`config.mk`:
```
export PLATFORM = sky130hd
export DESIGN_NAME = simple_out_capture_flat
export DESIGN_NICKNAME = d
export VERILOG_FILES = /design/src/rtl/simple_out_capture_if.sv /design/src/rtl/simple_out_capture.sv /design/src/flat_wrapper.sv
export SDC_FILE = /design/constraint.sdc
export NUM_CORES = 1
export LEC_CHECK = 0
export BUFFER_PORTS_ARGS = -buffer_cell sky130_fd_sc_hd__buf_2
export CAP_MARGIN = 20
export CORE_AREA = 2 2 113 88
export DETAILED_ROUTE_END_ITERATION = 8
export DIE_AREA = 0 0 115 90
export GPL_TIMING_DRIVEN = 0
export SYNTH_ARGS = -nofsm -noshare
export SYNTH_HDL_FRONTEND = slang
export SYNTH_SLANG_ARGS = --single-unit
```
`constraint.sdc`:
```
create_clock -name tau2015_clk -period 2.6 [get_ports tau2015_clk]
set_clock_uncertainty 0.05 [all_clocks]
set_input_delay 0.26 -clock tau2015_clk [delete_from_list [all_inputs] [get_ports tau2015_clk]]
set_output_delay 0.26 -clock tau2015_clk [all_outputs]
set_load 0.1 [all_outputs]
```
`src/rtl/simple_out_capture_if.sv`:
```
// simple_out_capture_if: valid/ready word stream from the capture FIFO to its consumer
interface simple_out_capture_if #(
    parameter int PACK_W = 8
);
    logic [PACK_W-1:0] word_data;
    logic              word_valid;
    logic              word_ready;
    modport master (output word_data, word_valid, input word_ready);
    modport slave  (input word_data, word_valid, output word_ready);
endinterface

```
`src/rtl/simple_out_capture.sv`:
```
// simple_out_capture: packs sampled 'out' bits LSB-first into words and buffers them in a FIFO
module simple_out_capture #(
    parameter int PACK_W     = 8,
    parameter int FIFO_DEPTH = 4,
    parameter int CNT_W      = 16
) (
    input  logic                        tau2015_clk,
    input  logic                        tau2015_rst_n,
    input  logic                        clear,
    input  logic                        en,
    input  logic                        out_in,
    simple_out_capture_if.master        wo,
    output logic [$clog2(FIFO_DEPTH):0] fifo_level,
    output logic [CNT_W-1:0]            drop_cnt
);
    localparam int BC_W  = $clog2(PACK_W);
    localparam int PTR_W = $clog2(FIFO_DEPTH);
    localparam int LVL_W = PTR_W + 1;
    localparam logic [BC_W-1:0]  BC_LAST  = BC_W'(PACK_W - 1);
    localparam logic [LVL_W-1:0] LVL_FULL = LVL_W'(FIFO_DEPTH);

    logic [PACK_W-1:0] pack_q, pack_d;
    logic [BC_W-1:0]   bit_cnt_q, bit_cnt_d;
    logic [PACK_W-1:0] mem_q [FIFO_DEPTH];
    logic [PACK_W-1:0] mem_d [FIFO_DEPTH];
    logic [PTR_W-1:0]  wr_ptr_q, wr_ptr_d, rd_ptr_q, rd_ptr_d;
    logic [LVL_W-1:0]  level_q, level_d;
    logic [CNT_W-1:0]  drop_q, drop_d;
    logic [PACK_W-1:0] word;
    logic              sample, complete, full, pop, push, drop;

    // Per-edge decisions; clear overrides sampling and popping
    always_comb begin
        sample   = en && !clear;
        complete = sample && (bit_cnt_q == BC_LAST);
        full     = (level_q == LVL_FULL);
        pop      = !clear && wo.word_valid && wo.word_ready;
        push     = complete && (!full || pop);
        drop     = complete && full && !pop;
    end

    // Packing register: current sample lands at bit[bit_cnt]; a completed word restarts empty
    always_comb begin
        word            = pack_q;
        word[bit_cnt_q] = out_in;
        pack_d          = (clear || complete) ? '0 : (sample ? word : pack_q);
        bit_cnt_d       = (clear || complete) ? '0 : (sample ? bit_cnt_q + 1'b1 : bit_cnt_q);
    end

    // FIFO storage, pointers, level counter and saturating drop counter
    always_comb begin
        mem_d = mem_q;
        if (push)
            mem_d[wr_ptr_q] = word;
        if (clear)
            mem_d = '{default: '0};
        wr_ptr_d = clear ? '0 : wr_ptr_q + PTR_W'(push);
        rd_ptr_d = clear ? '0 : rd_ptr_q + PTR_W'(pop);
        level_d  = clear ? '0 : level_q + LVL_W'(push) - LVL_W'(pop);
        drop_d   = clear ? '0 : drop_q + CNT_W'(drop && (drop_q != '1));
    end

    assign wo.word_valid = (level_q != '0);
    assign wo.word_data  = wo.word_valid ? mem_q[rd_ptr_q] : '0;
    assign fifo_level    = level_q;
    assign drop_cnt      = drop_q;

    // State registers with asynchronous reset
    always_ff @(posedge tau2015_clk or negedge tau2015_rst_n) begin
        if (!tau2015_rst_n) begin
            pack_q    <= '0;
            bit_cnt_q <= '0;
            mem_q     <= '{default: '0};
            wr_ptr_q  <= '0;
            rd_ptr_q  <= '0;
            level_q   <= '0;
            drop_q    <= '0;
        end else begin
            pack_q    <= pack_d;
            bit_cnt_q <= bit_cnt_d;
            mem_q     <= mem_d;
            wr_ptr_q  <= wr_ptr_d;
            rd_ptr_q  <= rd_ptr_d;
            level_q   <= level_d;
            drop_q    <= drop_d;
        end
    end
endmodule

```
`src/flat_wrapper.sv`:
```
// flat-port wrapper written by rule: the top's interface ports become plain ports
module simple_out_capture_flat 
#(
    parameter int PACK_W     = 8,
    parameter int FIFO_DEPTH = 4,
    parameter int CNT_W      = 16
)
  (tau2015_clk, tau2015_rst_n, clear, en, out_in, fifo_level, drop_cnt, wo_word_data, wo_word_valid, wo_word_ready);
  simple_out_capture_if #(.PACK_W(PACK_W)) wo_i ();
  input  logic tau2015_clk;
  input  logic tau2015_rst_n;
  input  logic clear;
  input  logic en;
  input  logic out_in;
  output logic [$clog2(FIFO_DEPTH):0] fifo_level;
  output logic [CNT_W-1:0] drop_cnt;
  output wire logic [$bits(wo_i.word_data)-1:0] wo_word_data;
  output wire logic [$bits(wo_i.word_valid)-1:0] wo_word_valid;
  input wire logic [$bits(wo_i.word_ready)-1:0] wo_word_ready;
  assign wo_word_data = wo_i.word_data;
  assign wo_word_valid = wo_i.word_valid;
  assign wo_i.word_ready = wo_word_ready;
  simple_out_capture #(.PACK_W(PACK_W), .FIFO_DEPTH(FIFO_DEPTH), .CNT_W(CNT_W)) u_core (.tau2015_clk(tau2015_clk), .tau2015_rst_n(tau2015_rst_n), .clear(clear), .en(en), .out_in(out_in), .wo(wo_i), .fifo_level(fifo_level), .drop_cnt(drop_cnt));
endmodule
```
Word-level counts from Yosys, hierarchy flattened
Cells that the tools add are included.
{"block": "word_totals", "output_inout_bits": 28, "inputBits": 6, "ff_bits": 66, "wordCells": 64}
{"block": "op_classes", "n_lt_le_gt_ge": 5, "addsub": 6, "n_eq_ne": 3, "n_mux": 20, "n_reduce_logical": 18, "bitwise": 2}
{"cell": "2-to-1 mux 32 bit", "count": 2}
{"cell": "2-to-1 mux 8 bit", "count": 6}
{"cell": "bitwise mux 32 bit", "count": 1}
{"cell": "adder 16 x 1 -> 16 bit", "count": 1}
{"cell": "binary-select mux 8 bit (select 2 bit)", "count": 1}
{"cell": "demux 8 bit (select 2 bit)", "count": 1}
{"cell": "2-to-1 mux 16 bit", "count": 1}
{"cell": "inequality test 16 bit (second input constant)", "count": 1}
{"cell": "logical AND 1 bit", "count": 10}
{"cell": "2-to-1 mux 3 bit", "count": 3}
{"cell": "bitwise mux 8 bit", "count": 1}
{"cell": "== test 3 bit (second input constant)", "count": 2}
{"cell": "greater-or-equal comparator 3 bit (second input constant)", "count": 2}
{"cell": "NOT 2 -> 3 bit", "count": 2}
{"cell": "adder 2 x 1 -> 2 bit", "count": 2}
{"cell": "< comparator 3 x 4 -> 1 bit (second input constant)", "count": 1}
{"cell": "2-to-1 mux 2 bit", "count": 2}
{"cell": "nonzero test 2 bit", "count": 2}
{"cell": "adder 3 x 1 -> 3 bit", "count": 1}
{"cell": "adder 3 x 1 -> 3 bit (second input constant)", "count": 1}
{"cell": "demux 1 bit (select 3 bit)", "count": 1}
{"cell": "greater-or-equal comparator 3 x 1 -> 1 bit (second input constant)", "count": 1}
{"cell": "logical NOT 1 bit", "count": 3}
{"cell": "< comparator 3 x 1 -> 1 bit (second input constant)", "count": 1}
{"cell": "4 further kinds", "count": 5}

Logic depth before layout (Yosys ltp)
Gate-level depths: netlist of run 1.
{"block": "depth", "word_depth": 8, "mapped_depth": 10, "depth_no_buf": 9}

Least setup slack after synthesis of run 1
Ideal clock, no wire load.
{"block": "synth_timing", "path_type": "reg-to-output", "startpoint": "reg u_core.level_q[1], in the netlist u_core.fifo_level[1]", "endpoint": "out wo_word_data[0]", "n_path_buf": 0, "stages_incl_launch_ff": 3, "required_time_ns": 2.290, "slack_ns": -0.481, "t_arrival_ns": 2.771, "path_cell_list": "dfrtp_1 nor3_1 nor2b_1"}
{"block": "synth_between", "elab_chain_len": 2}
{"element": "from (decl)", "line_no": "simple_out_capture.sv:27", "text": "logic [LVL_W-1:0] level_q, level_d;"}
{"element": "from (signal assigned)", "line_no": "simple_out_capture.sv:84", "text": "level_q <= level_d;"}
{"element": "nonzero test 3 bit", "line_no": "simple_out_capture.sv:63", "text": "assign wo.word_valid = (level_q != '0);"}
{"element": "2-to-1 mux 8 bit", "line_no": "simple_out_capture.sv:64", "text": "assign wo.word_data = wo.word_valid ? mem_q[rd_ptr_q] : '0;"}
{"element": "to (decl)", "line_no": "flat_wrapper.sv:17", "text": "output wire logic [$bits(wo_i.word_data)-1:0] wo_word_data;"}
Every way passes these cells.

Final worst setup path of run 1
{"block": "layout_timing", "startpoint": "reg u_core.bit_cnt_q[0]", "endpoint": "reg u_core.drop_q[13], in the netlist u_core.drop_cnt[13]"}
{"block": "layout_between", "elab_chain_len": 7}
{"element": "from (decl)", "line_no": "simple_out_capture.sv:23", "text": "logic [BC_W-1:0] bit_cnt_q, bit_cnt_d;"}
{"element": "from (signal assigned)", "line_no": "simple_out_capture.sv:80", "text": "bit_cnt_q <= bit_cnt_d;"}
{"element": "== test 3 bit", "line_no": "simple_out_capture.sv:35", "text": "complete = sample && (bit_cnt_q == BC_LAST);"}
{"element": "logical AND 1 bit", "line_no": "simple_out_capture.sv:35"}
{"element": "logical AND 1 bit (2 in series)", "line_no": "simple_out_capture.sv:39", "text": "drop = complete && full && !pop;"}
{"element": "logical AND 1 bit", "line_no": "simple_out_capture.sv:60", "text": "drop_d = clear ? '0 : drop_q + CNT_W'(drop && (drop_q != '1));"}
{"element": "adder 16 x 1 -> 16 bit", "line_no": "simple_out_capture.sv:60"}
{"element": "2-to-1 mux 16 bit", "line_no": "simple_out_capture.sv:60"}
{"element": "net u_core.drop_d[13]", "line_no": "simple_out_capture.sv:28", "text": "logic [CNT_W-1:0] drop_q, drop_d;"}
{"element": "to (signal assigned)", "line_no": "simple_out_capture.sv:85", "text": "drop_q <= drop_d;"}
{"element": "to (decl)", "line_no": "simple_out_capture.sv:28"}
The timed path passes the listed nets, and every way through them passes these cells.
A chain may end at the register's enable or synchronous reset.

==> reports/summary.txt, run 1 <==
Crit Path Class -> flop to flop
Clock insertion delay at the later pin of the skew report -> 330 ps
Most frequent cell after synthesis -> dfrtp_1
Design Area, Final -> 4258 um^2
Syn-to-layout area delta -> 18.45%
Num rows -> 31
Fin crit period -> 2373 ps
Initial antenna violation count -> 0
Synth top cells by count -> dfrtp_1 (66), mux2i_1 (40), nand2b_1 (32), nor2_1 (20), nor2b_1 (18)
Slew Viols, Final -> 0
Worst hold path type -> primary input to asynchronous set/reset pin
Syn nets -> 338
Post-Route WL -> 7.986 mm
Highest Clock Rate -> 0.4214 GHz
Die height -> 90 um
Fill cells -> 879
Post-synthesis cell count -> 323
Antenna Nets Post-Route -> 0
Global-route wire length before repair -> 13.76 mm
Max FO, Critical Path -> 6
Seq. cell area -> 1663 um^2
Crit. End Element -> flop
Worst ir drop on vdd -> 0.0003215 V
Max Cap Viol -> 0
CP required -> 2770 ps
DR WL met3 -> 320 um
Worst EP arrival -> 2540 ps
Finish-stage setup viols -> 0
TritonCTS clock tree -> yes
Violated checks -> hold timing
Drc violations -> 0
CTS H-tree lvls -> 3
Final setup margin -> 226.8 ps
Die area -> 10350 um^2
Ant. Diodes -> 0
Post-synthesis sequential area ratio -> 0.4595
Vias in the first global route -> 2624
Worst Setup SP -> u_core.bit_cnt_q[0]
WL met2 -> 3.589 mm
Status -> complete, but fails checks
Num CTS Buffers -> 9
Rel. slew slack -> 0.4285
Pleak -> 1.911 nW
Port-buffer cells -> 31
Fin crit share -> 0.9128
Startpoint types -> flop
Ys Warns -> 0
Main synth FF type -> dfrtp_1
M1 WL -> 4.016 mm
Main area contributors after synthesis -> dfrtp_1 (46%), mux2i_1 (11%), nand2b_1 (5.6%)
Hold Violations, Final -> 18
Slew at the pin closest to its max-slew limit -> 857.3 ps
Synthesized area per cell -> 11.13 um^2
Worst hold margin -> -10.74 ps
GRT Residual Overflow -> 0
Routed wire length per instance -> 16.43 um
Hpwl dp -> 5.500 mm
PD cells -> 677.4 nW/um^2
CTS max path bufs -> 2
Clock-pin transition on the worst setup and hold timing paths -> 60 ps
Top sig layer -> met4
Total power -> 2.884 mW
GPL Wtd Cong -> 0.7906
Cell variety after synth -> 44
#FFs+latches synth -> 66
DP Worst Slack -> -191.8 ps
Die width -> 115 um
Synth top area share -> 0.4595
Post-synth EDFFs -> 0
Leading area contributor after synthesis -> dfrtp_1
Initial cell density of the core -> 0.3862
Initial DRC Count -> 129
Core Area -> 9309 um^2
RR Startpoint -> u_core.bit_cnt_q[0]
# nets final -> 381
Mapped cell area -> 3595 um^2
DP Area -> 3913 um^2
# IOs -> 34
GRT Overall Usage -> 0.1703
Vias per cell -> 5.360
Root buf cell -> clkbuf_16
Ys async rst share -> 1.000
Vias -> 2605
DR pass1 iterations -> 4
Multi-input gate area -> 1827 um^2
Largest net degree at the start of global routing -> 67
Clock Sinks -> 66
Share of cells above drive strength 1 -> 0.2426
RSZ-0062 raised after global routing -> false
[worst paths after layout]
kind	endpoint	slack, ps	depth (start not counted)
hold reg to reg	u_core.pack_q[2]	440	1
hold / removal	u_core.mem_q[13]	-10	1
max in group asynchronous	u_core.drop_cnt[2]	1880	1
setup / recovery	u_core.drop_cnt[13]	230	8
setup reg to reg	u_core.drop_cnt[13]	230	8
min in group tau2015_clk	u_core.bit_cnt_q[0]	260	4
[critical path, cell delays in order, from the launching register on]
cell and delay (ps):
dfrtp_1 440, ha_1 180, ha_2 240, nand4b_1 110
a21oi_1 210, ha_2 290, nand3_1 90, nor4_1 250
mux2_2 370
[power breakdown]
group / switching (mW) / internal (mW) / total, mW
Clock: 0.455 / 0.842 / 1.30
Sequential: 0.0343 / 1.05 / 1.09
Combinational: 0.375 / 0.127 / 0.501
[area by class of cell]
| cell class | count | area share |
|---|---|---|
| inverters | 13 | 0.01146 |
| plain buffers | 19 | 0.02116 |
| repair buffers | 32 | 0.03879 |
| clock buffers | 10 | 0.05378 |
| clock inverters | 6 | 0.02145 |
| flip-flops and latches | 66 | 0.3905 |
| multi-input cells | 225 | 0.4290 |
| well taps | 115 | 0.03379 |
[cells in the final DEF (no fill, tap or decap), types with 2 or more instances in the layout]
cell and count:
nand4_2 2, mux4_2 8, or4_1 5, o32ai_1 2
or2_2 2, clkinv_4 3, nor4b_1 2, o31ai_1 4
ha_2 3, mux2i_1 40, nand3_1 5, a32o_1 3
dfrtp_2 9, mux2_2 5, xor2_1 4, a21oi_1 12
nand4_1 3, buf_2 35, dfrtp_1 57, bufinv_16 2
nor4_1 6, nor3b_1 4, buf_4 3, inv_1 13
a2bb2oi_1 2, xnor2_1 4, nand3b_1 3, nor2b_1 18
ha_1 5, o21ai_0 6, clkbuf_16 9, or3_1 2
nor2_1 20, o22ai_1 2, nand2b_1 32, nand2_1 8
clkbuf_1 12, nor3_4 2
[routing by layer]
metal  up-vias  global-route usage
li1       1233                   -
met1      1316              0.2456
met3         4             0.05394
met5         -                   0
met2        52              0.2485
met4         0             0.04217
[state kept, by name (all words and copies together) (netlist names)]
name and count:
u_core.mem_q 32, u_core.drop_cnt 16, u_core.pack_q 8, u_core.fifo_level 3
u_core.wr_ptr_q 2, u_core.bit_cnt_q 3, u_core.rd_ptr_q 2
[through the flow]
step	TNS (ps)	std cells	utilization
detailed placement	-325.3	469	0.4203
CTS	0	486	0.4555
floorplan	-72.63	323	-
finish	0	486	0.4574
global route	0	486	0.4574
global placement	-309.4	469	0.4200
[what timing repair did]
| action | 4_1_cts | 5_1_grt |
|---|---|---|
| setup buffers | 1 | 0 |
| endpoints found under the setup margin | 1 | 9 |
| pin swaps | 1 | 0 |
| hold buffers | 0 | 0 |
| resized for setup | 0 | 7 |
[cell families (layout without fill, tap and decap cells)]
kind of cell             count (synthesis)  after routing  synth area share
XOR/XNOR                                 8              8           0.01949
buffers and inverters                   32             80           0.03829
flip-flops                              66             66            0.4594
adder cells (fa/ha/maj)                  9              9           0.03342
multiplexers                            53             53            0.1772
AND/OR/NAND/NOR                        123            123            0.2148
AO/OA/AOI/OAI                           32             32           0.05743
No activity file was read; power rests on OpenSTA's default activity.
==> run 2, diff against run 1 <==
- PLACE_DENSITY_LB_ADDON: default -> 0.15
- SKIP_CTS_REPAIR_TIMING: default -> 1
- TNS_END_PERCENT: default -> 10
==> run 2 against run 1 <==
  * The run still ends with hold timing left
  * Via count down 2.6%
  * Hold slack better by 3.4 ps
  * Routed wire length up 0.61%
  * Global-route usage up 0.059 points
  * Critical path type unchanged
  * Critical endpoint is now u_core.drop_cnt[11]
  * Combinational power up 2%
  * Register-to-register slack worse by 30 ps
  * Maximum frequency down 1.3%
  * Final cell count up 0.21%
  * Utilization down 0.70 points
  * Die area unchanged
==> reports/summary.txt, run 2 (synthesis results as in run 1) <==
Status -> complete, but fails checks
Violated checks -> hold timing
PD cells -> 629.0 nW/um^2
Hpwl dp -> 5.637 mm
Die height -> 90 um
GRT Residual Overflow -> 0
Most common cell after layout, fill and taps aside -> dfrtp_1
Pleak -> 1.902 nW
Slack of the worst reg-to-reg path -> 200 ps
Largest net degree at the start of global routing -> 67
Initial cell density of the core -> 0.3862
Hold Violations, Final -> 2
Drc violations -> 0
Crit. End Element -> flop
Post-Route WL -> 8.035 mm
Slew Viols, Final -> 0
Die area -> 10350 um^2
Max Cap Viol -> 0
Port-buffer cells -> 31
Share of cells above drive strength 1 -> 0.2204
Die width -> 115 um
Slew at the pin closest to its max-slew limit -> 862.4 ps
Clock Sinks -> 66
Syn-to-layout area delta -> 16.64%
Vias per cell -> 5.207
GRT Overall Usage -> 0.1709
Vias -> 2536
Num rows -> 31
DR pass1 iterations -> 5
Max FFs per register -> 32
TritonCTS clock tree -> yes
Core Area -> 9309 um^2
Largest Register -> u_core.mem_q
Worst EP arrival -> 2560 ps
Total power -> 2.637 mW
Antenna Nets Post-Route -> 0
Initial antenna violation count -> 0
Crit Path Class -> flop to flop
Ant. Diodes -> 0
RR Startpoint -> u_core.drop_cnt[3]
Initial DRC Count -> 148
Worst Setup SP -> u_core.drop_cnt[3]
Num CTS Buffers -> 9
Routed wire length per instance -> 16.50 um
Global-route wire length before repair -> 13.75 mm
Worst ir drop on vdd -> 0.0003294 V
CTS max path bufs -> 2
CTS H-tree lvls -> 3
Worst hold margin -> -7.331 ps
Highest Clock Rate -> 0.4161 GHz
CP required -> 2760 ps
Finish-stage setup viols -> 0
Fin crit share -> 0.9244
Post-Layout Cell Count -> 487
Placed Cells -> 470
Vias in the first global route -> 2584
Worst hold path type -> primary input to asynchronous set/reset pin
Most frequent cells in the layout -> dfrtp_1 (66), mux2i_1 (40), buf_2 (36)
Clock-pin transition on the worst setup and hold timing paths -> 50 ps
Clock insertion delay at the later pin of the skew report -> 330 ps
RSZ-0062 raised after global routing -> true
Startpoint types -> flop
Fin crit period -> 2403 ps
Rel. slew slack -> 0.4251
# IOs -> 34
# nets final -> 383
Root buf cell -> clkbuf_16
Setup_tns -> 0 ps
GPL Wtd Cong -> 0.8296
Max FO, Critical Path -> 10
-- run 2: changes by cell type in the layout (fill, tap and decap cells not counted) --
| cell | before | now |
|---|---|---|
| dfrtp_2 | 9 | 0 |
| dfrtp_1 | 57 | 66 |
| clkbuf_1 | 12 | 13 |
| clkinv_4 | 3 | 0 |
| bufinv_16 | 2 | 0 |
| nor4_2 | 0 | 2 |
| clkinv_2 | 1 | 4 |
| nor3_4 | 2 | 1 |
| nor3_1 | 1 | 2 |
| buf_4 | 3 | 4 |
| nor4_1 | 6 | 4 |
| buf_2 | 35 | 36 |
-- run 2: worst max-delay path: stages, from the launching register on --
cell	delay (ps)
dfrtp_1	440
nand4_2	200
buf_2	250
nor4_1	80
a21oi_1	220
ha_2	290
nand2_1	110
nor4_1	270
mux2_2	370
-- run 2: final timing paths --
kind                                             to  depth (start not counted)
min in group tau2015_clk        u_core.bit_cnt_q[0]                          4
max in group asynchronous          u_core.pack_q[1]                          1
worst max-delay path            u_core.drop_cnt[11]                          8
worst min register to register     u_core.pack_q[0]                          1
worst min-delay path               u_core.mem_q[18]                          1
worst max register to register  u_core.drop_cnt[11]                          8
-- run 2: cell type report --
type | count | area (um^2)
inverters | 13 | 48.80
clock buffers | 11 | 232.7
repair buffers | 34 | 177.7
clock inverters | 4 | 20.02
well taps | 115 | 143.9
plain buffers | 19 | 90.09
flip-flops and latches | 66 | 1652
multi-input cells | 225 | 1828
fillers | 898 | 5116
-- run 2: stage by stage --
step	setup WS (ps)	cell area (um^2)	utilization	hold WS [ps]
global route	-1.627	4193	0.4504	63.75
floorplan	-480.8	3595	-	-85.59
global placement	-427.7	3894	0.4183	444.0
detailed placement	-190.9	3901	0.4191	386.3
finish	196.6	4193	0.4504	-7.331
CTS	-116.8	4154	0.4462	40.36
-- run 2: routing by layer --
layer | vias to the layer above | global-route usage | part of all wire | routed length (um)
li1 | 1228 | - | - | -
met1 | 1258 | 0.2535 | 0.50 | 4014
met2 | 44 | 0.2431 | 0.45 | 3582
met3 | 6 | 0.05192 | 0.048 | 386
met4 | 0 | 0.04217 | 0.0066 | 53
met5 | - | 0 | 0 | 0
-- run 2: power breakdown --
part | switching [mW] | internal [mW] | total, mW | leakage, nW
combinational | 0.378 | 0.131 | 0.509 | 0.854
sequential | 0.0276 | 1.05 | 1.08 | 0.920
clock | 0.419 | 0.632 | 1.05 | 0.129
